$ cat src/rtl/wb_stage_p.sv
// Writeback pipeline stage: M->W register, load extraction and result select.
// Optional retire counter on InstRetW is built when WB_RETIRE_CNT_EN is defined.
module wb_stage_p #(
  parameter int XLEN = 32,
  parameter int REGW = 5,
  parameter int CNTW = 64
) (
  input  logic            clk,
  input  logic            reset,
  input  logic            ValidM,
  input  logic            RegWriteM,
  input  logic [1:0]      ResultSrcM,
  input  logic [2:0]      LoadTypeM,
  input  logic [REGW-1:0] RdM,
  input  logic [XLEN-1:0] ALUResultM,
  input  logic [XLEN-1:0] ReadDataM,
  input  logic [XLEN-1:0] PCPlus4M,
  input  logic [XLEN-1:0] ImmExtM,
  input  logic            StallW,
  input  logic            FlushW,
  output logic            ValidW,
  output logic            RegWriteW,
  output logic [REGW-1:0] RdW,
  output logic [XLEN-1:0] ResultW
`ifdef WB_RETIRE_CNT_EN
  ,
  output logic [CNTW-1:0] InstRetW
`endif
);

  localparam int NB   = XLEN / 8;
  localparam int OFFW = $clog2(NB);

  logic            validReg;
  logic            regWriteReg;
  logic [1:0]      resultSrcReg;
  logic [2:0]      loadTypeReg;
  logic [REGW-1:0] rdReg;
  logic [XLEN-1:0] aluResultReg;
  logic [XLEN-1:0] readDataReg;
  logic [XLEN-1:0] pcPlus4Reg;
  logic [XLEN-1:0] immExtReg;

  always_ff @(posedge clk) begin
    if (reset) begin
      validReg     <= 1'b0;
      regWriteReg  <= 1'b0;
      resultSrcReg <= '0;
      loadTypeReg  <= '0;
      rdReg        <= '0;
      aluResultReg <= '0;
      readDataReg  <= '0;
      pcPlus4Reg   <= '0;
      immExtReg    <= '0;
    end else if (FlushW) begin
      // A flushed slot only loses its valid/write qualifiers; data is don't-care.
      validReg    <= 1'b0;
      regWriteReg <= 1'b0;
    end else if (!StallW) begin
      validReg     <= ValidM;
      regWriteReg  <= RegWriteM;
      resultSrcReg <= ResultSrcM;
      loadTypeReg  <= LoadTypeM;
      rdReg        <= RdM;
      aluResultReg <= ALUResultM;
      readDataReg  <= ReadDataM;
      pcPlus4Reg   <= PCPlus4M;
      immExtReg    <= ImmExtM;
    end
  end

  logic [OFFW-1:0] byteOff;
  logic [OFFW-1:0] halfOff;
  logic [OFFW-1:0] wordOff;
  logic [7:0]      byteLane;
  logic [15:0]     halfLane;
  logic [31:0]     wordLane;
  logic [XLEN-1:0] loadData;

  // Misaligned low address bits are masked off rather than trapped.
  always_comb begin
    byteOff  = aluResultReg[OFFW-1:0];
    halfOff  = byteOff & ~OFFW'(1);
    wordOff  = byteOff & ~OFFW'(3);
    byteLane = 8'(readDataReg >> {byteOff, 3'b000});
    halfLane = 16'(readDataReg >> {halfOff, 3'b000});
    wordLane = 32'(readDataReg >> {wordOff, 3'b000});
    loadData = readDataReg;
    case (loadTypeReg)
      3'b000:  loadData = XLEN'($signed(byteLane));
      3'b001:  loadData = XLEN'($signed(halfLane));
      3'b010:  loadData = XLEN'($signed(wordLane));
      3'b100:  loadData = XLEN'(byteLane);
      3'b101:  loadData = XLEN'(halfLane);
      3'b110:  loadData = (XLEN == 64) ? XLEN'(wordLane) : readDataReg;
      default: loadData = readDataReg;
    endcase
  end

  always_comb begin
    ResultW = aluResultReg;
    case (resultSrcReg)
      2'b00:   ResultW = aluResultReg;
      2'b01:   ResultW = loadData;
      2'b10:   ResultW = pcPlus4Reg;
      default: ResultW = immExtReg;
    endcase
  end

  assign ValidW    = validReg;
  assign RdW       = rdReg;
  assign RegWriteW = regWriteReg & validReg & (rdReg != '0);

`ifdef WB_RETIRE_CNT_EN
  logic [CNTW-1:0] instRetReg;

  // An instruction retires on the edge it leaves writeback.
  always_ff @(posedge clk) begin
    if (reset) begin
      instRetReg <= '0;
    end else if (validReg && !StallW) begin
      instRetReg <= instRetReg + CNTW'(1);
    end
  end

  assign InstRetW = instRetReg;
`endif

endmodule
$ cat config.mk
export PLATFORM = sky130hd
export DESIGN_NAME = wb_stage_p
export DESIGN_NICKNAME = d
export VERILOG_FILES = /design/src/rtl/wb_stage_p.sv
export SDC_FILE = /design/constraint.sdc
export NUM_CORES = 1
export LEC_CHECK = 0
export BUFFER_PORTS_ARGS = -buffer_cell sky130_fd_sc_hd__buf_2
export CORE_MARGIN = 5
export CORE_UTILIZATION = 50
export CTS_BUF_LIST = sky130_fd_sc_hd__clkbuf_4
export CTS_CLUSTER_DIAMETER = 150
export CTS_CLUSTER_SIZE = 10
export DETAILED_ROUTE_END_ITERATION = 12
export PLACE_DENSITY = 0.88
export SYNTH_ARGS = -nofsm -noshare
export SYNTH_HDL_FRONTEND = slang
export SYNTH_SLANG_ARGS = --single-unit
$ cat constraint.sdc
create_clock -name clk -period 2.5 [get_ports clk]
set_clock_uncertainty 0.15 [all_clocks]
set_input_delay 0.125 -clock clk [delete_from_list [all_inputs] [get_ports clk]]
set_output_delay 0.125 -clock clk [all_outputs]
set_load 0.01 [all_outputs]
==> results of run 1 <==
==> sequential cells by signal (all words and copies together), names as in the netlist <==
signal	count
pcPlus4Reg	32
aluResultReg	32
ValidW	1
regWriteReg	1
resultSrcReg	2
RdW	5
loadTypeReg	3
readDataReg	32
immExtReg	32
==> final cells by class <==
cell class              instances  area (sq um)
inverters                       2          7.51
fillers                       618          1700
multi-input cells             606          3430
well taps                     168           210
clock inverters                13           126
clock buffers                  19           143
repair buffers                437          3670
diodes                          3          7.51
flip-flops and latches        140          2820
==> final timing paths <==
path                   startpoint        endpoint  slack (ps)  depth (start not counted)
setup / recovery  aluResultReg[1]      ResultW[4]         -90                          5
hold / removal             StallW  pcPlus4Reg[20]          70                          5
setup reg to reg           ValidW          ValidW         510                          4
hold reg to reg    pcPlus4Reg[18]  pcPlus4Reg[18]         310                          2
==> metal layers <==
metal  track usage  routed length, microns  part of all wire
met5             0                       0                 0
met4         0.176                    1780             0.061
met3        0.0901                    3280              0.11
met2         0.641                   14500              0.49
met1         0.406                    9780              0.33
==> cell usage in the layout, fill, tap and decap left out, types with 5 or more instances in the layout <==
cell	n
sky130_fd_sc_hd__or3b_4	5
sky130_fd_sc_hd__mux2_2	23
sky130_fd_sc_hd__o21ai_0	15
sky130_fd_sc_hd__a22oi_1	23
sky130_fd_sc_hd__nor2_1	13
sky130_fd_sc_hd__dfxtp_1	133
sky130_fd_sc_hd__a21oi_1	143
sky130_fd_sc_hd__nand3_2	7
sky130_fd_sc_hd__clkbuf_4	19
sky130_fd_sc_hd__a221oi_2	5
sky130_fd_sc_hd__dlygate4sd3_1	227
sky130_fd_sc_hd__nor3b_1	7
sky130_fd_sc_hd__nand3_4	8
sky130_fd_sc_hd__buf_6	25
sky130_fd_sc_hd__nand2_1	294
sky130_fd_sc_hd__buf_2	161
sky130_fd_sc_hd__o21bai_1	5
sky130_fd_sc_hd__mux4_2	9
sky130_fd_sc_hd__buf_4	15
sky130_fd_sc_hd__o21ai_1	7
sky130_fd_sc_hd__buf_12	5
==> kinds of logic after synthesis <==
kind of cell / Yosys count
AO/OA/AOI/OAI: 213
buffers and inverters: 69
flip-flops: 140
multiplexers: 39
AND/OR/NAND/NOR: 354
==> power by group through the flow <==
stage / Combinational (W) / Clock [W] / Sequential [W]
after floorplan: 0.000377 / 0 / 0.00243
after global placement: 0.000616 / 0 / 0.00245
after detailed placement: 0.000626 / 0 / 0.00246
after CTS: 0.000915 / 0.00144 / 0.00241
after global routing: 0.00112 / 0.00158 / 0.00243
final: 0.00106 / 0.00149 / 0.00242
==> through the flow <==
stage / total power (W) / setup TNS, ps / area [sq um] / setup WS [ps] / instances
2_1_floorplan: 0.00281 / 0 / 6250 / 659 / 815
3_3_place_gp: 0.00307 / 0 / 7310 / 416 / 1115
3_5_place_dp: 0.00309 / 0 / 7310 / 327 / 1115
4_1_cts: 0.00476 / -387 / 10100 / -74.9 / 1383
5_1_grt: 0.00513 / -1660 / 10400 / -136 / 1388
6_report: 0.00498 / -383 / 10400 / -90.9 / 1388
==> timing repair <==
| action | CTS | global route |
|---|---|---|
| gates cloned | 1 | 2 |
| hold endpoints to repair | 140 | 0 |
| hold buffers | 227 | 0 |
| gates resized for setup | 39 | 60 |
| endpoints found under the setup margin | 32 | 32 |
| pin swaps | 11 | 3 |
| buffers inserted | 8 | 0 |
==> worst register-to-register path: stages, from the launching register on <==
cell                            delay, ps
sky130_fd_sc_hd__dfxtp_1              350
sky130_fd_sc_hd__mux2i_1              170
sky130_fd_sc_hd__dlygate4sd3_1        580
sky130_fd_sc_hd__nor3_1                50
sky130_fd_sc_hd__dlygate4sd3_1        590
==> impl_metrics.ini, run 1 <==
[run_status]
outcome = complete, but fails checks
failed_checks = setup timing

[sta]
timing.fmax_mhz = 386
fin_worst_hold_slack_ps = 66.6
final_worst_path_cycle_share = 1.04
rsz0062_at_grt = yes
time_the_final_worst_path_needs_with_i_o_delays_and_setup_ps = 2590
maxSlewHeadroom = 0.531
maxSlewViolCount = 0
final_hold_viols = 0
slew_at_the_pin_closest_to_its_max_slew_limit_ps = 704
layout_setup_ws_ps = -90.9
setup_viol_count_final = 11

[grt]
grt_remaining_overflow = 0
antenna_found_initial = 3
grt_use_total = 0.362
grt_max_degree = 91
grt_pass1_wl_microns = 41800
first_global_vias = 8241

[floorplan]
pin_count = 183
chipHeight_microns = 122
die_width_microns = 122
total_core_area_sq_mm = 0.0121
die-area_sq_mm = 0.0148
initial_utilization = 0.516
rows = 40

[clocking]
worstSkewPairLatency_ps = 590
cts_root_buffer = sky130_fd_sc_hd__clkbuf_4
cts.path.max_buffers = 2
clkTransAtPathRegs_ps = 130
htree_num_levels = 4
cts_tree = yes
cts_inserted_buffers = 17
clkSinkCount = 140

[worst_setup_path]
crit_fanout = 3
worst_path_dominant_cell_family = multiplexers
cp_cell_sequence = buf_6, mux2_4, o311a_1, mux4_2, buf_2
worstPathArrival_ps = 2320
cp_data_required_time_ps = 2230
crit_path_start_kind = flop
critPathKind = flop to output pin
cp.buffers_inverters = 2
cp_slowest_cell = sky130_fd_sc_hd__mux4_2
cp-end-kind = output pin
peak_per_stage_delay_on_the_critical_path_ps = 460

[power]
power_frac_clock = 0.300
leakagePower_nw = 4.39
internal_power_w = 0.00349
ir_drop_v = 0.000563
p_sw_frac = 0.298
p_switching_w = 0.00148
share_comb_of_total_power = 0.213
cellPowerDensity_mw_per_mm2 = 478
sequentialPowerShare = 0.487

[logic_synthesis]
asyncSetResetFlopFracSynth = 0
seq_area_frac_synth = 0.448
synth.largest_area_cell = sky130_fd_sc_hd__dfxtp_1
proportion_of_netlist_area_held_by_the_largest_area_contributor = 0.448
syn-cell-area_sq_mm = 0.00625
synth_ff_type = sky130_fd_sc_hd__dfxtp_1
synth.mux.area_fraction = 0.0861
netlist_top_cells_area = sky130_fd_sc_hd__dfxtp_1, sky130_fd_sc_hd__nand2_1, sky130_fd_sc_hd__a21oi_1
synth.yosys.warnings = 0
post_synth_inst_count = 815
synth_fa_ha_area_frac = 0
synth_top_family_by_area = simple AND/OR/NAND/NOR gates
post_synthesis_compound_gate_area_fraction = 0.192
synth.net_count = 959
syn_area_per_cell_sq_um = 7.67
post_synth_xor_area_fraction = 0
yosys.area_share.simple = 0.230
synth_common_cells = sky130_fd_sc_hd__nand2_1, sky130_fd_sc_hd__a21oi_1, sky130_fd_sc_hd__dfxtp_1, sky130_fd_sc_hd__clkbuf_1, sky130_fd_sc_hd__o21ai_0
post-synth-top-count-cell = sky130_fd_sc_hd__nand2_1
synth_enable_flop_cells = 0
synthDistinctLibCells = 34
ys_seq_elements = 140

[flow_run]
drv_cap = 0

[route]
drt.antenna.violating_nets = 0
avgRoutedWirePerCell_microns = 21.2
detail_route.first_pass.iterations = 6
drt_drc_violations_left = 0
routed-via-count = 8162
vias_per_cell = 5.88
drt_wl_total_microns = 29400
drt_iter0_markers = 992

[placed_design]
detailed_place_hpwl_microns = 13400
rd_place_congestion = 0.948
place.port_buffers = 182

[hold_path]
hold_path_class = input port to flop

[layout]
num-nets-final = 1348
layout-drive-gt1-share = 0.264
area.growth.synth_to_final_pct = 66.6
utilization = 0.860
No activity file was read; power rests on OpenSTA's default activity.
==> run 2: changes to the inputs <==
--- a/config.mk
+++ b/config.mk
@@ -7,12 +7,12 @@
 export LEC_CHECK = 0
 export BUFFER_PORTS_ARGS = -buffer_cell sky130_fd_sc_hd__buf_2
 export CORE_MARGIN = 5
-export CORE_UTILIZATION = 50
+export CORE_UTILIZATION = 54
 export CTS_BUF_LIST = sky130_fd_sc_hd__clkbuf_4
 export CTS_CLUSTER_DIAMETER = 150
 export CTS_CLUSTER_SIZE = 10
 export DETAILED_ROUTE_END_ITERATION = 12
-export PLACE_DENSITY = 0.88
+export PLACE_DENSITY = 0.93
 export SYNTH_ARGS = -nofsm -noshare
 export SYNTH_HDL_FRONTEND = slang
 export SYNTH_SLANG_ARGS = --single-unit
==> impl_metrics.ini, run 2 (synthesis gave the netlist of run 1 again) <==
[run_status]
outcome = complete, but fails checks
failed_checks = setup timing

[grt]
grt_max_degree = 114
grt_use_met3 = 0.118
grt_pass1_wl_microns = 44000
grt_remaining_overflow = 0
groute.layer.met2.usage = 0.670
first_global_vias = 8369
busiest_layer = met2
antenna_found_initial = 1
grt_use_total = 0.394
met1_usage = 0.432

[worst_setup_path]
reg2reg_to = ValidW
worstPathArrival_ps = 2340
r2r_slack_ps = 460
cp.buffers_inverters = 2
r2r_cells = 4
cp_data_required_time_ps = 2230
crit_fanout = 6
crit_path_start_kind = flop
cp_slowest_cell = sky130_fd_sc_hd__mux4_2
critPathKind = flop to output pin
peak_per_stage_delay_on_the_critical_path_ps = 480
worst_path_dominant_cell_family = multiplexers
cp_cell_sequence = buf_6, or3b_1, o21ai_0, a221oi_1, mux4_2, buf_2
reg2reg_from = ValidW
cp-end-kind = output pin

[clocking]
clkSinkCount = 140
cts_tree = yes
worstSkewPairLatency_ps = 590
cts_inserted_buffers = 17
htree_num_levels = 4
cts_root_buffer = sky130_fd_sc_hd__clkbuf_4
cts.path.max_buffers = 2
clkTransAtPathRegs_ps = 140

[floorplan]
rows = 39
chipHeight_microns = 118
pin_count = 183
total_core_area_sq_mm = 0.0114
die-area_sq_mm = 0.0138
die_width_microns = 118
initial_utilization = 0.550

[route]
drt_iter0_markers = 1209
vias_per_cell = 6.13
drt.antenna.violating_nets = 0
drt_drc_violations_left = 0
detail_route.first_pass.iterations = 7
drt_wl_total_microns = 30000
routed-via-count = 8269
avgRoutedWirePerCell_microns = 22.2

[placed_design]
rd_place_congestion = 0.957
place_area_sq_mm = 0.00728
place_inst = 1090
detailed_place_hpwl_microns = 13300
place.port_buffers = 182

[sta]
slew_at_the_pin_closest_to_its_max_slew_limit_ps = 723
final.setup.tns_ps = -1210
maxSlewViolCount = 0
final_worst_path_cycle_share = 1.05
rsz0062_at_grt = yes
timing.fmax_mhz = 382
layout_setup_ws_ps = -117
time_the_final_worst_path_needs_with_i_o_delays_and_setup_ps = 2620
maxSlewHeadroom = 0.518
final_hold_viols = 0
setup_viol_count_final = 29

[hold_path]
whs_path_depth = 5
holdCritStartpoint = StallW
holdPathEnd = readDataReg[28]
hold_path_class = input port to flop

[layout]
num-nets-final = 1337
stdcell_area_sq_mm = 0.00997
final_cell_mix = sky130_fd_sc_hd__nand2_1, sky130_fd_sc_hd__dlygate4sd3_1, sky130_fd_sc_hd__buf_2
final_common_cell = sky130_fd_sc_hd__nand2_1
area.growth.synth_to_final_pct = 59.5
utilization = 0.877
stdcell_count = 1350
layout-drive-gt1-share = 0.259

[power]
cellPowerDensity_mw_per_mm2 = 485
leakagePower_nw = 4.23
ir_drop_v = 0.000503

[flow_run]
drv_cap = 0
-- run 2: cell type report --
type                       instances  area [sq um]
multi-input combinational        606          3310
tap                              143           179
sequential                       140          2830
timing repair buffer             426          3400
clock inverter                    14           105
antenna                            1          2.50
clock buffer                      18           135
inverter                           2          11.3
fill                             505          1400
-- run 2: worst max path at each step --
stage | from | end | slack, ps | cells after the start
after floorplan | aluResultReg[1] | ResultW[4] | 660 | 4
after global placement | aluResultReg[1] | ResultW[27] | 360 | 6
after detailed placement | aluResultReg[1] | ResultW[26] | 220 | 6
after CTS | aluResultReg[1] | ResultW[15] | -40 | 6
after global routing | aluResultReg[1] | ResultW[1] | -160 | 6
final | aluResultReg[1] | ResultW[1] | -120 | 6
-- run 2: what timing repair did --
item                                    4_1_cts  5_1_grt
gates cloned                                  1        0
hold buffers                                213        0
endpoints found under the setup margin       31       32
buffers inserted                              5        8
pin swaps                                    13       13
gates resized for setup                      40       29
hold endpoints to repair                    140        0
-- run 2: layer usage --
metal | vias up | share of wire
met5 | - | 0
met1 | 3760 | 0.33
met3 | 229 | 0.12
met4 | 0 | 0.075
li1 | 3523 | -
met2 | 757 | 0.47
-- run 2: power by group --
part / switching [W] / internal [W]
registers: 0.000103 / 0.00233
logic: 0.000487 / 0.000524
clock network: 0.000907 / 0.000484
total: 0.00150 / 0.00334
-- run 2: worst reg2reg max path: cells and delay by family (launching register included) --
kind | cells | cell delay (ps)
buffers and inverters | 2 | 1170
flip-flops | 1 | 400
AND/OR/NAND/NOR | 1 | 180
multiplexers | 1 | 100
-- run 2: metrics by stage --
step / hold WS [ps] / power, W / setup WS, ps
after floorplan: 54.3 / 0.00281 / 659
after global placement: 214 / 0.00306 / 358
after detailed placement: 219 / 0.00309 / 222
after CTS: 30.3 / 0.00462 / -41.3
after global routing: 75.5 / 0.00496 / -156
final: 68.6 / 0.00484 / -117
